File: config.mk
export PLATFORM = sky130hd
export DESIGN_NAME = ysyx_22041207_mdu_sched
export DESIGN_NICKNAME = d
export VERILOG_FILES = /design/src/rtl/ysyx_22041207_mdu_sched.sv
export SDC_FILE = /design/constraint.sdc
export NUM_CORES = 1
export LEC_CHECK = 0
export CORE_AREA = 8 8 248 250
export DETAILED_ROUTE_END_ITERATION = 12
export DIE_AREA = 0 0 256 258
export DONT_BUFFER_PORTS = 1
export PLACE_DENSITY_LB_ADDON = 0.2
export RECOVER_POWER = 50
export SLEW_MARGIN = 40
export SYNTH_ARGS = -nofsm -noshare
export SYNTH_HDL_FRONTEND = slang
export SYNTH_SLANG_ARGS = --single-unit
File: constraint.sdc
create_clock -name clk -period 2.85 [get_ports clk]
set_clock_uncertainty 0.1 [all_clocks]
set_input_delay 0.57 -clock clk [delete_from_list [all_inputs] [get_ports clk]]
set_output_delay 0.57 -clock clk [all_outputs]
set_load 0.02 [all_outputs]
File: src/rtl/ysyx_22041207_mdu_sched.sv
// Multi-cycle MUL/DIV sequencer between the ALU and the iterative mul/div units.
// Resolves RV64 div-by-zero and overflow locally; watchdog aborts a hung unit.
module ysyx_22041207_mdu_sched #(
  parameter int XLEN    = 64,
  parameter int TIMEOUT = 255,
  parameter int CNT_W   = 8
) (
  input  logic            clk,
  input  logic            rst,
  input  logic            flush,
  input  logic            in_valid,
  output logic            in_ready,
  input  logic [2:0]      in_op,
  input  logic            in_word,
  input  logic [XLEN-1:0] in_a,
  input  logic [XLEN-1:0] in_b,
  output logic            out_valid,
  output logic [XLEN-1:0] out_res,
  output logic            stall,
  output logic            err,
  output logic            mul_valid,
  input  logic            mul_ready,
  input  logic            mul_out_valid,
  output logic [XLEN-1:0] mul_a,
  output logic [XLEN-1:0] mul_b,
  input  logic [XLEN-1:0] mul_res,
  output logic            div_valid,
  input  logic            div_ready,
  input  logic            div_out_valid,
  output logic            div_signed,
  output logic [XLEN-1:0] div_a,
  output logic [XLEN-1:0] div_b,
  input  logic [XLEN-1:0] div_quot,
  input  logic [XLEN-1:0] div_rem,
  output logic            unit_flush
);

  localparam logic [2:0] OP_MUL  = 3'd0;
  localparam logic [2:0] OP_DIV  = 3'd1;
  localparam logic [2:0] OP_DIVU = 3'd2;
  localparam logic [2:0] OP_REM  = 3'd3;
  localparam logic [2:0] OP_REMU = 3'd4;

  typedef enum logic [2:0] {
    IDLE, MUL_REQ, MUL_WAIT, DIV_REQ, DIV_WAIT, DONE
  } state_e;

  state_e            state_q, state_d;
  logic [2:0]        op_q;
  logic              word_q;
  logic [XLEN-1:0]   a_q, b_q;
  logic [XLEN-1:0]   out_res_q;
  logic              err_q, uflush_q;
  logic [CNT_W-1:0]  cnt_q, cnt_d;

  logic              take, load, err_set, uflush_d;
  logic              busy_q, busy_d, wd_fire;
  logic              sgn, is_div, wsel;
  logic [XLEN-1:0]   a_ext, b_ext, smin, res_n, fin;

  assign sgn    = (in_op == OP_DIV) || (in_op == OP_REM);
  assign is_div = (in_op == OP_DIV) || (in_op == OP_DIVU);

  // W-form: signed ops sign-extend, unsigned ops zero-extend the low word
  always_comb begin
    a_ext = in_a;
    b_ext = in_b;
    if (in_word) begin
      a_ext = {{(XLEN-32){sgn & in_a[31]}}, in_a[31:0]};
      b_ext = {{(XLEN-32){sgn & in_b[31]}}, in_b[31:0]};
    end
  end

  assign smin = in_word ? {{(XLEN-31){1'b1}}, 31'b0}
                        : {1'b1, {(XLEN-1){1'b0}}};

  assign busy_q = (state_q == MUL_REQ) || (state_q == MUL_WAIT) ||
                  (state_q == DIV_REQ) || (state_q == DIV_WAIT);
  assign busy_d = (state_d == MUL_REQ) || (state_d == MUL_WAIT) ||
                  (state_d == DIV_REQ) || (state_d == DIV_WAIT);

  assign wd_fire = (TIMEOUT != 0) && busy_q &&
                   (cnt_q == CNT_W'(TIMEOUT));

  always_comb begin
    state_d  = state_q;
    take     = 1'b0;
    load     = 1'b0;
    err_set  = 1'b0;
    uflush_d = 1'b0;
    res_n    = '0;
    if (flush) begin
      state_d  = IDLE;
      uflush_d = busy_q;
    end else if (wd_fire) begin
      state_d  = DONE;
      load     = 1'b1;
      err_set  = 1'b1;
      uflush_d = 1'b1;
    end else begin
      unique case (state_q)
        IDLE: if (in_valid) begin
          take    = 1'b1;
          load    = 1'b1;
          state_d = DONE;
          if (in_op > OP_REMU) begin
            err_set = 1'b1;
          end else if (in_op == OP_MUL) begin
            load    = 1'b0;
            state_d = MUL_REQ;
          end else if (b_ext == '0) begin
            res_n = is_div ? '1 : a_ext;
          end else if (sgn && (a_ext == smin) && (&b_ext)) begin
            res_n = is_div ? a_ext : '0;
          end else begin
            load    = 1'b0;
            state_d = DIV_REQ;
          end
        end
        MUL_REQ: if (mul_ready) state_d = MUL_WAIT;
        MUL_WAIT: if (mul_out_valid) begin
          load    = 1'b1;
          res_n   = mul_res;
          state_d = DONE;
        end
        DIV_REQ: if (div_ready) state_d = DIV_WAIT;
        DIV_WAIT: if (div_out_valid) begin
          load    = 1'b1;
          res_n   = ((op_q == OP_DIV) || (op_q == OP_DIVU))
                    ? div_quot : div_rem;
          state_d = DONE;
        end
        DONE:    state_d = IDLE;
        default: state_d = IDLE;
      endcase
    end
  end

  assign cnt_d = (busy_q && busy_d) ? cnt_q + 1'b1 : '0;

  assign wsel = (state_q == IDLE) ? in_word : word_q;
  assign fin  = wsel ? {{(XLEN-32){res_n[31]}}, res_n[31:0]} : res_n;

  always_ff @(posedge clk or negedge rst) begin
    if (!rst) begin
      state_q   <= IDLE;
      op_q      <= '0;
      word_q    <= 1'b0;
      a_q       <= '0;
      b_q       <= '0;
      out_res_q <= '0;
      err_q     <= 1'b0;
      uflush_q  <= 1'b0;
      cnt_q     <= '0;
    end else begin
      state_q  <= state_d;
      cnt_q    <= cnt_d;
      uflush_q <= uflush_d;
      err_q    <= err_q | err_set;
      if (load) out_res_q <= fin;
      if (take) begin
        op_q   <= in_op;
        word_q <= in_word;
        a_q    <= (in_op == OP_MUL) ? in_a : a_ext;
        b_q    <= (in_op == OP_MUL) ? in_b : b_ext;
      end
    end
  end

  assign in_ready   = (state_q == IDLE);
  assign stall      = busy_q;
  assign out_valid  = (state_q == DONE);
  assign out_res    = out_res_q;
  assign err        = err_q;
  assign unit_flush = uflush_q;
  assign mul_valid  = (state_q == MUL_REQ);
  assign mul_a      = a_q;
  assign mul_b      = b_q;
  assign div_valid  = (state_q == DIV_REQ);
  assign div_signed = (op_q == OP_DIV) || (op_q == OP_REM);
  assign div_a      = a_q;
  assign div_b      = b_q;

endmodule
==> flow_metrics.tcl <==
set metrics [dict create \
    status "finished with violations" \
    violations "hold timing, setup timing" \
    timing.hold.ws_ns -0.370 \
    synth_area_um2 11700 \
    htree_levels 1 \
    ys_warn_count 0 \
    final_layout_size_suffix_gt1_frac 0.204 \
    die_area_um2 66000 \
    async_flop_share 1.00 \
    totalWireLength_um 53800 \
    wl_per_cell_um 27.4 \
    antenna_found_initial 3 \
    powerDensity_nw_per_um2 981 \
    clk_latency_ns 0.55 \
    cts_tree "yes" \
    coreArea_um2 57400 \
    fmax_mhz 349 \
    dpl.hpwl_um 41400 \
    numCtsBuffers 27 \
    track_usage 0.154 \
    peakVddDrop_v 0.000578 \
    synth_flop_cell "dfrtp_1" \
    drv_cap 0 \
    num_io_pins 660 \
    synth_seq_area_share 0.447 \
    grt_max_degree 210 \
    endpoint_kind "flip-flop" \
    antenna_left 0 \
    worstSetupPathType "primary input to flip-flop" \
    dp_slack_ns -0.869 \
    fin_crit_sh 1.01 \
    synth_edf_count 0 \
    finalCriticalPeriod_ns 2.87 \
    hp-class "primary input to asynchronous set/reset pin" \
    drv_slew 0 \
    start_util 0.204 \
    viasPerCell 4.89 \
    chipHeight_um 258 \
    numClockSinks 209 \
    num_vias 9608 \
    fin_util 0.232 \
    syn2layout_area_growth_pct 14.1 \
    syn_inst 1285 \
    p_leak_nw 5.31 \
    place_congestion 0.810 \
    grt_pass1_wl_um 76500 \
    hold_violations 209 \
    final_common_cell "a21oi_1" \
    crit_fanout 7 \
    layout_setup_ws_ns -0.0154 \
    cts-root-buf "clkbuf_16" \
    grt_overflow 0 \
    layout_common_cells "226 x a21oi_1, 209 x dfrtp_1, 117 x nor2_1" \
    tightest_slew_ns 0.885 \
    portBuffers 0 \
    rows 88 \
    drc 0 \
    syn_area_per_cell_um2 9.10 \
    cts.path.max_buffers 3 \
    die_x_um 256 \
    ys_ff_latch 209 \
    setup_viol 7 \
    startpoint_type "primary input" \
    postPlaceCellArea_um2 12200 \
    first_iter_violations 767 \
    synth_fp_nets 1618 \
    postCtsHoldBufs 1 \
    final_area_um2 13300 \
    reg2reg_depth 9 \
    drt_pass1_iterations 7 \
    synth.distinct_cells 55 \
    clkTransAtPathRegs_ns 0.06 \
    final_nets 1515 \
    slew_headroom 0.410 \
    grt_pass1_vias 9821 \
    required_ns 3.24 \
    rsz0062_at_grt "yes" \
    arrival_ns 3.26 \
]
==> stage by stage <==
stage	TNS (ns)	power, W	instances
after global routing	-2.25	0.0139	1964
after CTS	-0.0969	0.0133	1962
after floorplan	-10.77	0.00952	1285
after detailed placement	-52.53	0.00972	1912
final	-0.0747	0.0131	1966
after global placement	-54.69	0.00964	1911
==> logic make-up (layout without fill, tap and decap cells) <==
kind of cell,after synthesis,after routing,synth area share
buf+inv,228,142,0.117
compound gates,411,411,0.206
xor+xnor,7,7,0.00524
mux,102,102,0.0947
fa+ha+maj,1,1,0.00107
other cells,0,2,0
simple gates,327,327,0.129
flops,209,209,0.447
==> critical path, cell delays in order <==
cell       delay, ns
or4_4           0.55
o41ai_4         0.33
buf_4           0.18
o2111ai_2       0.08
or4_4           0.46
a311o_2         0.40
nor3_4          0.22
buf_6           0.17
clkbuf_16       0.16
a22o_1          0.12
==> power breakdown <==
part	switching [W]	leakage [nW]	internal (W)
logic	0.00128	2.33	0.00122
registers	0.00328	2.54	0.00389
clock network	0.00137	0.427	0.00206
total	0.00592	5.31	0.00717
==> final timing paths <==
kind / startpoint / to / slack [ns]
max reg2reg: state_q[2]$_DFF_PN0_ / out_res[11]$_DFFE_PN0P_ / 0.05
max in group asynchronous: rst / div_a[1]$_DFFE_PN0P_ / 2.30
min: rst / div_a[57]$_DFFE_PN0P_ / -0.37
min reg2reg: word_q$_DFFE_PN0P_ / word_q$_DFFE_PN0P_ / 0.42
max: in_a[52] / out_res[11]$_DFFE_PN0P_ / -0.02
min in group clk: in_a[0] / div_a[0]$_DFFE_PN0P_ / 0.06
==> cells in the mapped netlist (4+ instances only) <==
library cell / instances / area [µm²]
nand4_1: 17 / 106
nor2_1: 120 / 450
a21oi_1: 226 / 1130
dfrtp_1: 209 / 5230
buf_4: 128 / 961
or2_2: 4 / 25.0
nand3_1: 8 / 40.0
mux2i_1: 33 / 330
a22o_1: 31 / 272
nor2b_1: 4 / 25.0
buf_2: 11 / 55.1
a22oi_1: 32 / 240
mux2_2: 69 / 777
clkbuf_1: 78 / 293
inv_1: 5 / 18.8
o211ai_1: 36 / 270
or4_1: 5 / 37.5
nor4_1: 28 / 175
buf_1: 4 / 15.0
o21ai_0: 65 / 325
nand2_1: 111 / 417
xor2_1: 4 / 35.0
nor3_1: 4 / 20.0
==> timing repair <==
item,CTS,global route
gates resized for setup,17,18
pin swaps,5,2
hold endpoints to repair,211,209
endpoints found under the setup margin,71,71
setup buffers,2,1
cloned,1,1
==> routing by layer <==
metal	up-vias	wire, µm	global-route usage	share of wire
li1	4285	-	-	-
met1	4713	19900	0.171	0.37
met2	547	26900	0.270	0.50
met3	63	5540	0.0629	0.10
met4	0	1460	0.0427	0.027
met5	-	0	0	0
==> state kept, by name, indices dropped and copies added, names as in the netlist <==
register and cells:
op_q 3, err 1, unit_flush 1, div_a 64
out_res 64, state_q 3, div_b 64, word_q 1
cnt_q 8
==> layout make-up <==
| type | count | area, µm² |
|---|---|---|
| multi-input cells | 848 | 5340 |
| clock buffers | 39 | 781 |
| flip-flops and latches | 209 | 5230 |
| inverters | 5 | 18.8 |
| fillers | 6266 | 44000 |
| well taps | 765 | 957 |
| clock inverters | 7 | 87.6 |
| diodes | 2 | 5.00 |
| repair buffers | 91 | 917 |
Power figures use the tool's default switching activity.
